--- config.mk ---
export PLATFORM = sky130hd
export DESIGN_NAME = eth_rxcounters
export DESIGN_NICKNAME = d
export VERILOG_FILES = /design/src/rtl/eth_rx_pkg.sv /design/src/rtl/eth_rx_ifgcnt.sv /design/src/rtl/eth_rxcounters.sv
export SDC_FILE = /design/constraint.sdc
export NUM_CORES = 1
export LEC_CHECK = 0
export BUFFER_PORTS_ARGS = -buffer_cell sky130_fd_sc_hd__buf_4
export CAP_MARGIN = 0
export CORE_MARGIN = 1
export CORE_UTILIZATION = 40
export CTS_CLUSTER_SIZE = 16
export DETAILED_ROUTE_END_ITERATION = 10
export PLACE_DENSITY = 0.74
export SETUP_SLACK_MARGIN = 0.02
export SYNTH_ARGS = -nofsm -noshare
export SYNTH_HDL_FRONTEND = slang
export SYNTH_SLANG_ARGS = --single-unit
--- constraint.sdc ---
create_clock -name MRxClk -period 6 [get_ports MRxClk]
set_input_delay 0 -clock MRxClk [delete_from_list [all_inputs] [get_ports MRxClk]]
set_output_delay 0 -clock MRxClk [all_outputs]
set_load 0.05 [all_outputs]
--- src/rtl/eth_rx_pkg.sv ---
// eth_rx_pkg
//   Constants shared by the RX counter bank and the RX state machine, so that
//   terminal counts cannot diverge between the two. It also holds the decoded
//   "field" selector used by the counter bank.
package eth_rx_pkg;

   localparam int PRE_LAST       = 13;  // last preamble nibble count
   localparam int SFD_LAST       = 1;   // last SFD nibble count
   localparam int ADDR_LAST_BYTE = 5;   // DA/SA are 6 bytes
   localparam int LEN_LAST_BYTE  = 1;   // length/type is 2 bytes
   localparam int IFG_CNT_MAX    = 24;  // nibbles of legal inter-frame gap
   localparam int IFG_CNT_W      = 5;

   // Field currently being counted, after priority resolution of the
   // one-hot state inputs.
   typedef enum logic [2:0] {
      FLD_CLR,
      FLD_PRE,
      FLD_SFD,
      FLD_ADDR,
      FLD_LEN,
      FLD_DATA0,
      FLD_DATA1
   } field_e;

endpackage

--- src/rtl/eth_rx_ifgcnt.sv ---
// eth_rx_ifgcnt
//   Saturating inter-frame-gap counter.
//   Ports:
//     MRxClk, Reset : receive clock, asynchronous active-high reset
//     Clear         : synchronous clear (wins over Incr)
//     Incr          : count up by one, saturating at CNT_MAX
//     CountEqMax    : counter has reached CNT_MAX
module eth_rx_ifgcnt
   import eth_rx_pkg::*;
#(
   parameter int CNT_MAX = IFG_CNT_MAX,
   parameter int CNT_W   = IFG_CNT_W
) (
   input  logic MRxClk,
   input  logic Reset,
   input  logic Clear,
   input  logic Incr,
   output logic CountEqMax
);

   logic [CNT_W-1:0] ifgCount;

   assign CountEqMax = (ifgCount == CNT_W'(CNT_MAX));

   always_ff @(posedge MRxClk or posedge Reset) begin
      if (Reset)
         ifgCount <= '0;
      else if (Clear)
         ifgCount <= '0;
      else if (Incr && !CountEqMax)
         ifgCount <= ifgCount + 1'b1;
   end

endmodule

--- src/rtl/eth_rxcounters.sv ---
// eth_rxcounters
//   Receive-side counter bank for the RX state machine. It keeps the field
//   counter (nibbles in PREAMBLE/SFD, bytes elsewhere), the nibble phase inside
//   DA/SA/LENGTH bytes and the inter-frame-gap counter, and it decodes the flags
//   the FSM uses to time its transitions.
//   Ports:
//     MRxClk, Reset      : receive clock, asynchronous active-high reset
//     MRxDV              : MII data valid; counting only advances while high
//     State*             : one-hot RX FSM state (StateData = {DATA1,DATA0})
//     r_IFG              : ignore-IFG config, forces IFGCounterEq24
//     MaxFL              : maximum number of data bytes
//     ByteCnt, Rx_NibCnt : field counter and nibble phase
//     ByteCntEq0/Great2/MaxFrame, IFGCounterEq24 : decoded flags
module eth_rxcounters
   import eth_rx_pkg::*;
#(
   parameter int IFG_MAX   = IFG_CNT_MAX,
   parameter int BYTECNT_W = 16
) (
   input  logic                 MRxClk,
   input  logic                 Reset,
   input  logic                 MRxDV,
   input  logic                 StateIdle,
   input  logic                 StateDrop,
   input  logic                 StatePreamble,
   input  logic                 StateSFD,
   input  logic                 StateDA,
   input  logic                 StateSA,
   input  logic                 StateLength,
   input  logic [1:0]           StateData,
   input  logic                 r_IFG,
   input  logic [BYTECNT_W-1:0] MaxFL,
   output logic [BYTECNT_W-1:0] ByteCnt,
   output logic                 Rx_NibCnt,
   output logic                 ByteCntEq0,
   output logic                 ByteCntGreat2,
   output logic                 ByteCntMaxFrame,
   output logic                 IFGCounterEq24
);

   field_e               field;
   logic [BYTECNT_W-1:0] byteCntNxt;
   logic                 nibCntNxt;
   logic                 idleOrDrop;
   logic                 ifgEq;

   assign idleOrDrop = StateIdle | StateDrop;

   // Priority when the FSM is broken and several bits are set:
   // IDLE/DROP, then SFD, then DATA, then the remaining fields.
   always_comb begin
      field = FLD_CLR;
      if (idleOrDrop)         field = FLD_CLR;
      else if (StateSFD)      field = FLD_SFD;
      else if (StateData[1])  field = FLD_DATA1;
      else if (StateData[0])  field = FLD_DATA0;
      else if (StatePreamble) field = FLD_PRE;
      else if (StateDA | StateSA) field = FLD_ADDR;
      else if (StateLength)   field = FLD_LEN;
   end

   // Terminal counts wrap to zero on the edge where the FSM leaves the field,
   // so every field starts at ByteCnt=0, Rx_NibCnt=0.
   always_comb begin
      byteCntNxt = ByteCnt;
      nibCntNxt  = Rx_NibCnt;
      if (field == FLD_CLR) begin
         byteCntNxt = '0;
         nibCntNxt  = 1'b0;
      end else if (MRxDV) begin
         nibCntNxt = 1'b0;
         case (field)
            FLD_PRE:
               byteCntNxt = (ByteCnt == BYTECNT_W'(PRE_LAST)) ? '0 : ByteCnt + 1'b1;
            FLD_SFD:
               byteCntNxt = (ByteCnt == BYTECNT_W'(SFD_LAST)) ? '0 : ByteCnt + 1'b1;
            FLD_ADDR, FLD_LEN: begin
               // {ByteCnt,Rx_NibCnt} behaves as a single nibble counter
               if (Rx_NibCnt && ByteCnt == BYTECNT_W'((field == FLD_ADDR) ?
                                                      ADDR_LAST_BYTE : LEN_LAST_BYTE))
                  byteCntNxt = '0;
               else begin
                  nibCntNxt = ~Rx_NibCnt;
                  if (Rx_NibCnt)
                     byteCntNxt = ByteCnt + 1'b1;
               end
            end
            FLD_DATA1:
               // one byte per DATA0/DATA1 pair; saturates, never wraps
               if (ByteCnt < MaxFL)
                  byteCntNxt = ByteCnt + 1'b1;
            default: ;
         endcase
      end
   end

   always_ff @(posedge MRxClk or posedge Reset) begin
      if (Reset) begin
         ByteCnt   <= '0;
         Rx_NibCnt <= 1'b0;
      end else begin
         ByteCnt   <= byteCntNxt;
         Rx_NibCnt <= nibCntNxt;
      end
   end

   assign ByteCntEq0      = (ByteCnt == '0);
   assign ByteCntGreat2   = (ByteCnt > BYTECNT_W'(2));
   assign ByteCntMaxFrame = (|StateData) && (ByteCnt == MaxFL);

   // The gap restarts once a frame is committed (SFD/DATA) and accumulates in
   // IDLE, DROP and PREAMBLE; IDLE/DROP outrank the clear.
   eth_rx_ifgcnt #(
      .CNT_MAX (IFG_MAX),
      .CNT_W   (IFG_CNT_W)
   ) u_ifgcnt (
      .MRxClk     (MRxClk),
      .Reset      (Reset),
      .Clear      (~idleOrDrop & (StateSFD | (|StateData))),
      .Incr       (idleOrDrop | StatePreamble),
      .CountEqMax (ifgEq)
   );

   assign IFGCounterEq24 = ifgEq | r_IFG;

endmodule

[Word level (Yosys, flattened, before mapping)]
Cells that the tools add are included.
Operators by class
  equality and inequality tests: 12
  reduce and logical (&&, ||, !) cells: 12
  $lt $le $gt $ge: 2
  bitwise logic cells: 8
  $add $sub $neg: 2
  multiplexer cells: 22
Operator list (count)
  two-way mux 16 bit: 7
  one-hot mux 16 bit (4 select lines): 1
  two-way mux 3 bit: 8
  adder 16 x 1 -> 16 bit, second input constant: 1
  equality test 16 x 1 -> 1 bit, second input constant: 1
  equality test 16 bit: 1
  equality test 16 x 3 -> 1 bit: 1
  equality test 16 x 4 -> 1 bit, second input constant: 1
  > comparator 16 x 2 -> 1 bit, second input constant: 1
  logical NOT 16 bit: 1
  < comparator 16 bit: 1
  two-way mux 5 bit: 2
  equality test 3 x 2 -> 1 bit, second input constant: 2
  equality test 3 bit, second input constant: 2
  adder 5 x 1 -> 5 bit, second input constant: 1
  equality test 5 bit, second input constant: 1
  OR 1 bit: 5
  nonzero test 5 bit: 1
  two-way mux 1 bit: 4
  != test 4 bit, second input constant: 1
  AND reduction 4 bit: 1
  nonzero test 2 bit: 2
  OR reduction 2 bit: 2
  equality test 3 x 1 -> 1 bit, second input constant: 1
  other kinds (6): 9
Storage, ports and cells
  flip-flop bits (word level): 22
  output and inout port bits: 21
  bits of input ports: 29

[Depth between registers and ports, before layout]
  depth in word-level cells: 15
  mapped depth: 9

[Modules after synthesis]
A second synthesis with hierarchy kept.
Unflattened totals
  cell total of the unflattened synthesis: 229
  area, all modules: 1928.1 µm²
Modules (own cells, without submodules)
  eth_rxcounters: area each 1641.6 µm², sequential area each 425.4 µm², cells an instance 201, instances 1
  eth_rx_ifgcnt: area each 286.5 µm², sequential area each 125.1 µm², cells an instance 28, instances 1

[Least setup slack after synthesis]
Ideal clock, no wire load.
  path kind: register to output
  start: register ByteCnt[0]
  end: output ByteCntMaxFrame
  data arrival time: 2.824 ns
  buffers on the path: 0
  setup slack: 3.176 ns
  stages on the path, launching flop included: 6
  path through: dfrtp_1 inv_1 ha_1 and4_1 o21ai_0 nor4_1
Between the ends
  longest elaborated chain between the ends: 2
RTL lines
  start, declared: line eth_rxcounters.sv:33  | output logic [BYTECNT_W-1:0] ByteCnt,
  start signal, assigned: line eth_rxcounters.sv:102  | ByteCnt <= byteCntNxt;
  equality test 16 bit: line eth_rxcounters.sv:109  | assign ByteCntMaxFrame = (|StateData) && (ByteCnt == MaxFL);
  logical AND 1 bit: line eth_rxcounters.sv:109
  end, declared: line eth_rxcounters.sv:37  | output logic ByteCntMaxFrame,
Every way passes these cells.

[Final worst setup path]
  start: register ByteCnt[13]
  end: register ByteCnt[5]
Between the ends
  longest elaborated chain between the ends: 6
  elaborated cells on any way between the ends: 14
  those cells by class: 1 x order compare; 5 x eq/ne; 6 x mux; 2 x reduce/logical
RTL lines
  parallel branches: the longest is 6 deep, another holds < comparator 16 bit
Parallel ways; which one is timed is not known. The select of a mux whose other input is x is not followed.
A chain may end at the register's enable or synchronous reset.

==> results.sh <==
export IMPL_status="finished, final reports clean"
export IMPL_grt_max_degree=23
export IMPL_slowest_delay_ns=0.74
export IMPL_synth_area_mux_share_pct=1.02
export IMPL_gp_congestion=0.880
export IMPL_initial_core_util_pct=41.4
export IMPL_final_period_utilization_pct=46.5
export IMPL_synth_cell_types=48
export IMPL_drt_first_pass_iters=4
export IMPL_synthesis_area_sq_um=1950
export IMPL_synth_area_per_cell_sq_um=8.57
export IMPL_antenna_cells=0
export IMPL_overflow=0
export IMPL_max_freq_ghz=0.359
export IMPL_worst_r2r_startpoint="ByteCnt[13]$_DFFE_PP0P_"
export IMPL_grt_pass1_wl_um=7930
export IMPL_cellLeakagePower_nw=1.16
export IMPL_vias_per_cell=5.50
export IMPL_cp_top_family="compound AO/OA/AOI/OAI gates"
export IMPL_synth_area_leaders="dfrtp_1 (28%), ha_1 (14%), o31ai_1 (6.5%), inv_1 (4.6%), nand2_1 (3.1%)"
export IMPL_drtIter0Drc=89
export IMPL_hold_violations=0
export IMPL_antenna_found_initial=0
export IMPL_rsz0062_at_grt="no"
export IMPL_htreeDepth=1
export IMPL_ys_seq_elements=22
export IMPL_core_area_sq_um=4720
export IMPL_synth_top_family_by_area="simple AND/OR/NAND/NOR gates"
export IMPL_hold_depth=3
export IMPL_ff2ff_setup_slack_ns=3.21
export IMPL_critPathKind="flip-flop to flip-flop"
export IMPL_yosysWarningCount=0
export IMPL_final_cell_mix="buf_4 (49), inv_1 (24), dfrtp_1 (22), ha_1 (22), o31ai_1 (17)"
export IMPL_cts_buffer_depth=2
export IMPL_synthSimpleGateAreaFrac_pct=23.9
export IMPL_start_kind="flip-flop"
export IMPL_layout_commonest_cell="buf_4"
export IMPL_crit_slowest_cell="a31oi_2"
export IMPL_hold_end="u_ifgcnt.ifgCount[4]$_DFFE_PP0P_"
export IMPL_path_depth=6
export IMPL_vdd_drop_max_mv=0.227
export IMPL_worstPathArrival_ns=2.92
export IMPL_area_delta_synth_final_pct=24.6
export IMPL_root_buffer="clkbuf_8"
export IMPL_synth_async_reset_ratio_pct=100
export IMPL_maxSlewViolCount=0
export IMPL_clock_latency_ns=0.26
export IMPL_yosys_area_top_type="dfrtp_1"
export IMPL_path_clk_slew_ns=0.08
export IMPL_die_height_um=71.9
export IMPL_rr_endpoint="ByteCnt[5]$_DFFE_PP0P_"
export IMPL_globalRouteTotalUtil_pct=19.0
export IMPL_vias=1886
export IMPL_yosysSeqAreaShare_pct=28.2
export IMPL_crit_buf_inv=0
export IMPL_period_minus_slack_ns=2.79
export IMPL_hold_start="StateSFD"
export IMPL_synth_edf_count=0
export IMPL_cts_sinks=22
export IMPL_crit_required_ns=6.13
export IMPL_worst_pin_slew_ns=0.877
export IMPL_nets=328
export IMPL_ant_nets=0
export IMPL_power_density_nw_per_um2=156
export IMPL_dp_cells=336
export IMPL_fill_cells=463
export IMPL_final_cells=343
export IMPL_skew_ns=0.00435
export IMPL_drcViolationCount=0
export IMPL_end_kind="flip-flop"
export IMPL_ff2ff_path_depth=6
export IMPL_avgRoutedWirePerCell_um=13.4
export IMPL_setup_viol_count_final=0
export IMPL_cts_buffers=3
export IMPL_slew_headroom_pct=41.3
export IMPL_routed_wirelength_um=4600
export IMPL_post_cts_repair_setup_buffers=0
export IMPL_postLayoutCellArea_sq_um=2430
export IMPL_grt_pass1_vias=1792
export IMPL_ys_flop_type="dfrtp_1"
export IMPL_cp_max_fo=17
export IMPL_portBuffers=49
export IMPL_path_cells="ha_1, nand4_1, a2111o_1, a31oi_2, or3_4, o41ai_1"
export IMPL_syn_num_nets=279
export IMPL_max_cap_violations=0
export IMPL_die_area_sq_um=5170
export IMPL_synth_xor_area_share_pct=1.79
export IMPL_synth_top_cell_area_share_pct=28.2
export IMPL_tns_ns=0
export IMPL_io_pins=50
export IMPL_synth_adder_area_share_pct=14.1
export IMPL_die_w_um=71.9
export IMPL_num_rows=25
export IMPL_placed_area_sq_um=2350
export IMPL_layout_drive_gt1_share_pct=22.8
export IMPL_cts_tree="built"
export IMPL_hold_class="primary input to flip-flop"
export IMPL_hpwl_um=3590
export IMPL_synth_compound_area_share_pct=23.5
export IMPL_synthesis_instances=228
## metal layers
metal  GRT usage (%)  vias to the layer above  part of all wire, %
li1                -                      937                    -
met1            24.5                      883                   46
met2            34.1                       60                   48
met3            2.64                        6                  4.7
met4            3.49                        0                 0.96
met5               0                        -                    0
## cells by family (layout without fill, tap and decap cells)
logic type,count (synthesis),count (layout)
compound gates,63,63
fa+ha+maj,22,22
simple gates,83,83
xor+xnor,4,4
flops,22,22
buf+inv,32,80
mux,2,2
## synthesized netlist by cell type, types with 3 or more instances
cell / count
ha_1: 22
inv_1: 24
buf_6: 3
nor2_1: 15
and3_1: 4
a21oi_1: 11
xor2_1: 3
dfrtp_1: 22
o31ai_1: 17
o21ai_1: 3
o21ai_0: 9
nand2b_1: 5
nand4_1: 7
nor2b_1: 7
nor4_1: 7
nand3_1: 9
o31ai_2: 3
nand2_1: 16
## report_power, final
group	internal (mW)	switching, mW
clock network	0.0584	0.0460
logic	0.0451	0.0566
registers	0.161	0.0129
## worst max-delay path by stage
stage                            startpoint                 endpoint  slack (ns)
global placement    ByteCnt[13]$_DFFE_PP0P_   ByteCnt[5]$_DFFE_PP0P_        3.31
global route        ByteCnt[13]$_DFFE_PP0P_  ByteCnt[15]$_DFFE_PP0P_        3.01
floorplan            ByteCnt[0]$_DFFE_PP0P_          ByteCntMaxFrame        3.18
finish              ByteCnt[13]$_DFFE_PP0P_   ByteCnt[5]$_DFFE_PP0P_        3.21
detailed placement  ByteCnt[13]$_DFFE_PP0P_  ByteCnt[15]$_DFFE_PP0P_        3.22
CTS                 ByteCnt[13]$_DFFE_PP0P_  ByteCnt[15]$_DFFE_PP0P_        3.21
## registers in the layout (all words and copies together), names as in the netlist
name and flops:
Rx_NibCnt 1, u_ifgcnt.ifgCount 5, ByteCnt 16
## metrics by stage
stage          power (mW)  utilization [%]  hold slack, ns  worst slack (ns)
4_1_cts             0.385             51.5           0.209              3.21
2_1_floorplan       0.243                -         -0.0108              3.18
5_1_grt             0.406             51.5           0.233              3.01
6_report            0.380             51.5           0.203              3.21
3_5_place_dp        0.278             49.7           0.182              3.22
3_3_place_gp        0.275             49.7           0.177              3.31
## worst reg2reg max path: stages (launching register included)
cell,delay [ns]
dfrtp_1,0.47
ha_1,0.34
nand4_1,0.19
a2111o_1,0.46
a31oi_2,0.74
or3_4,0.36
o41ai_1,0.11
## layout make-up
class | instances | area [sq um] | share of cell area (%)
multi-input combinational | 174 | 1260 | 51.6
tap | 67 | 83.8 | 3.44
sequential | 22 | 551 | 22.6
timing repair buffer | 52 | 398 | 16.3
clock buffer | 4 | 55.1 | 2.26
inverter | 24 | 90.1 | 3.70
## what timing repair did
item | in CTS | in global routing
hold buffers | 3 | 0
gates resized for setup | 0 | 0
endpoints found under the hold margin | 23 | 0
Power figures use the tool's default switching activity.
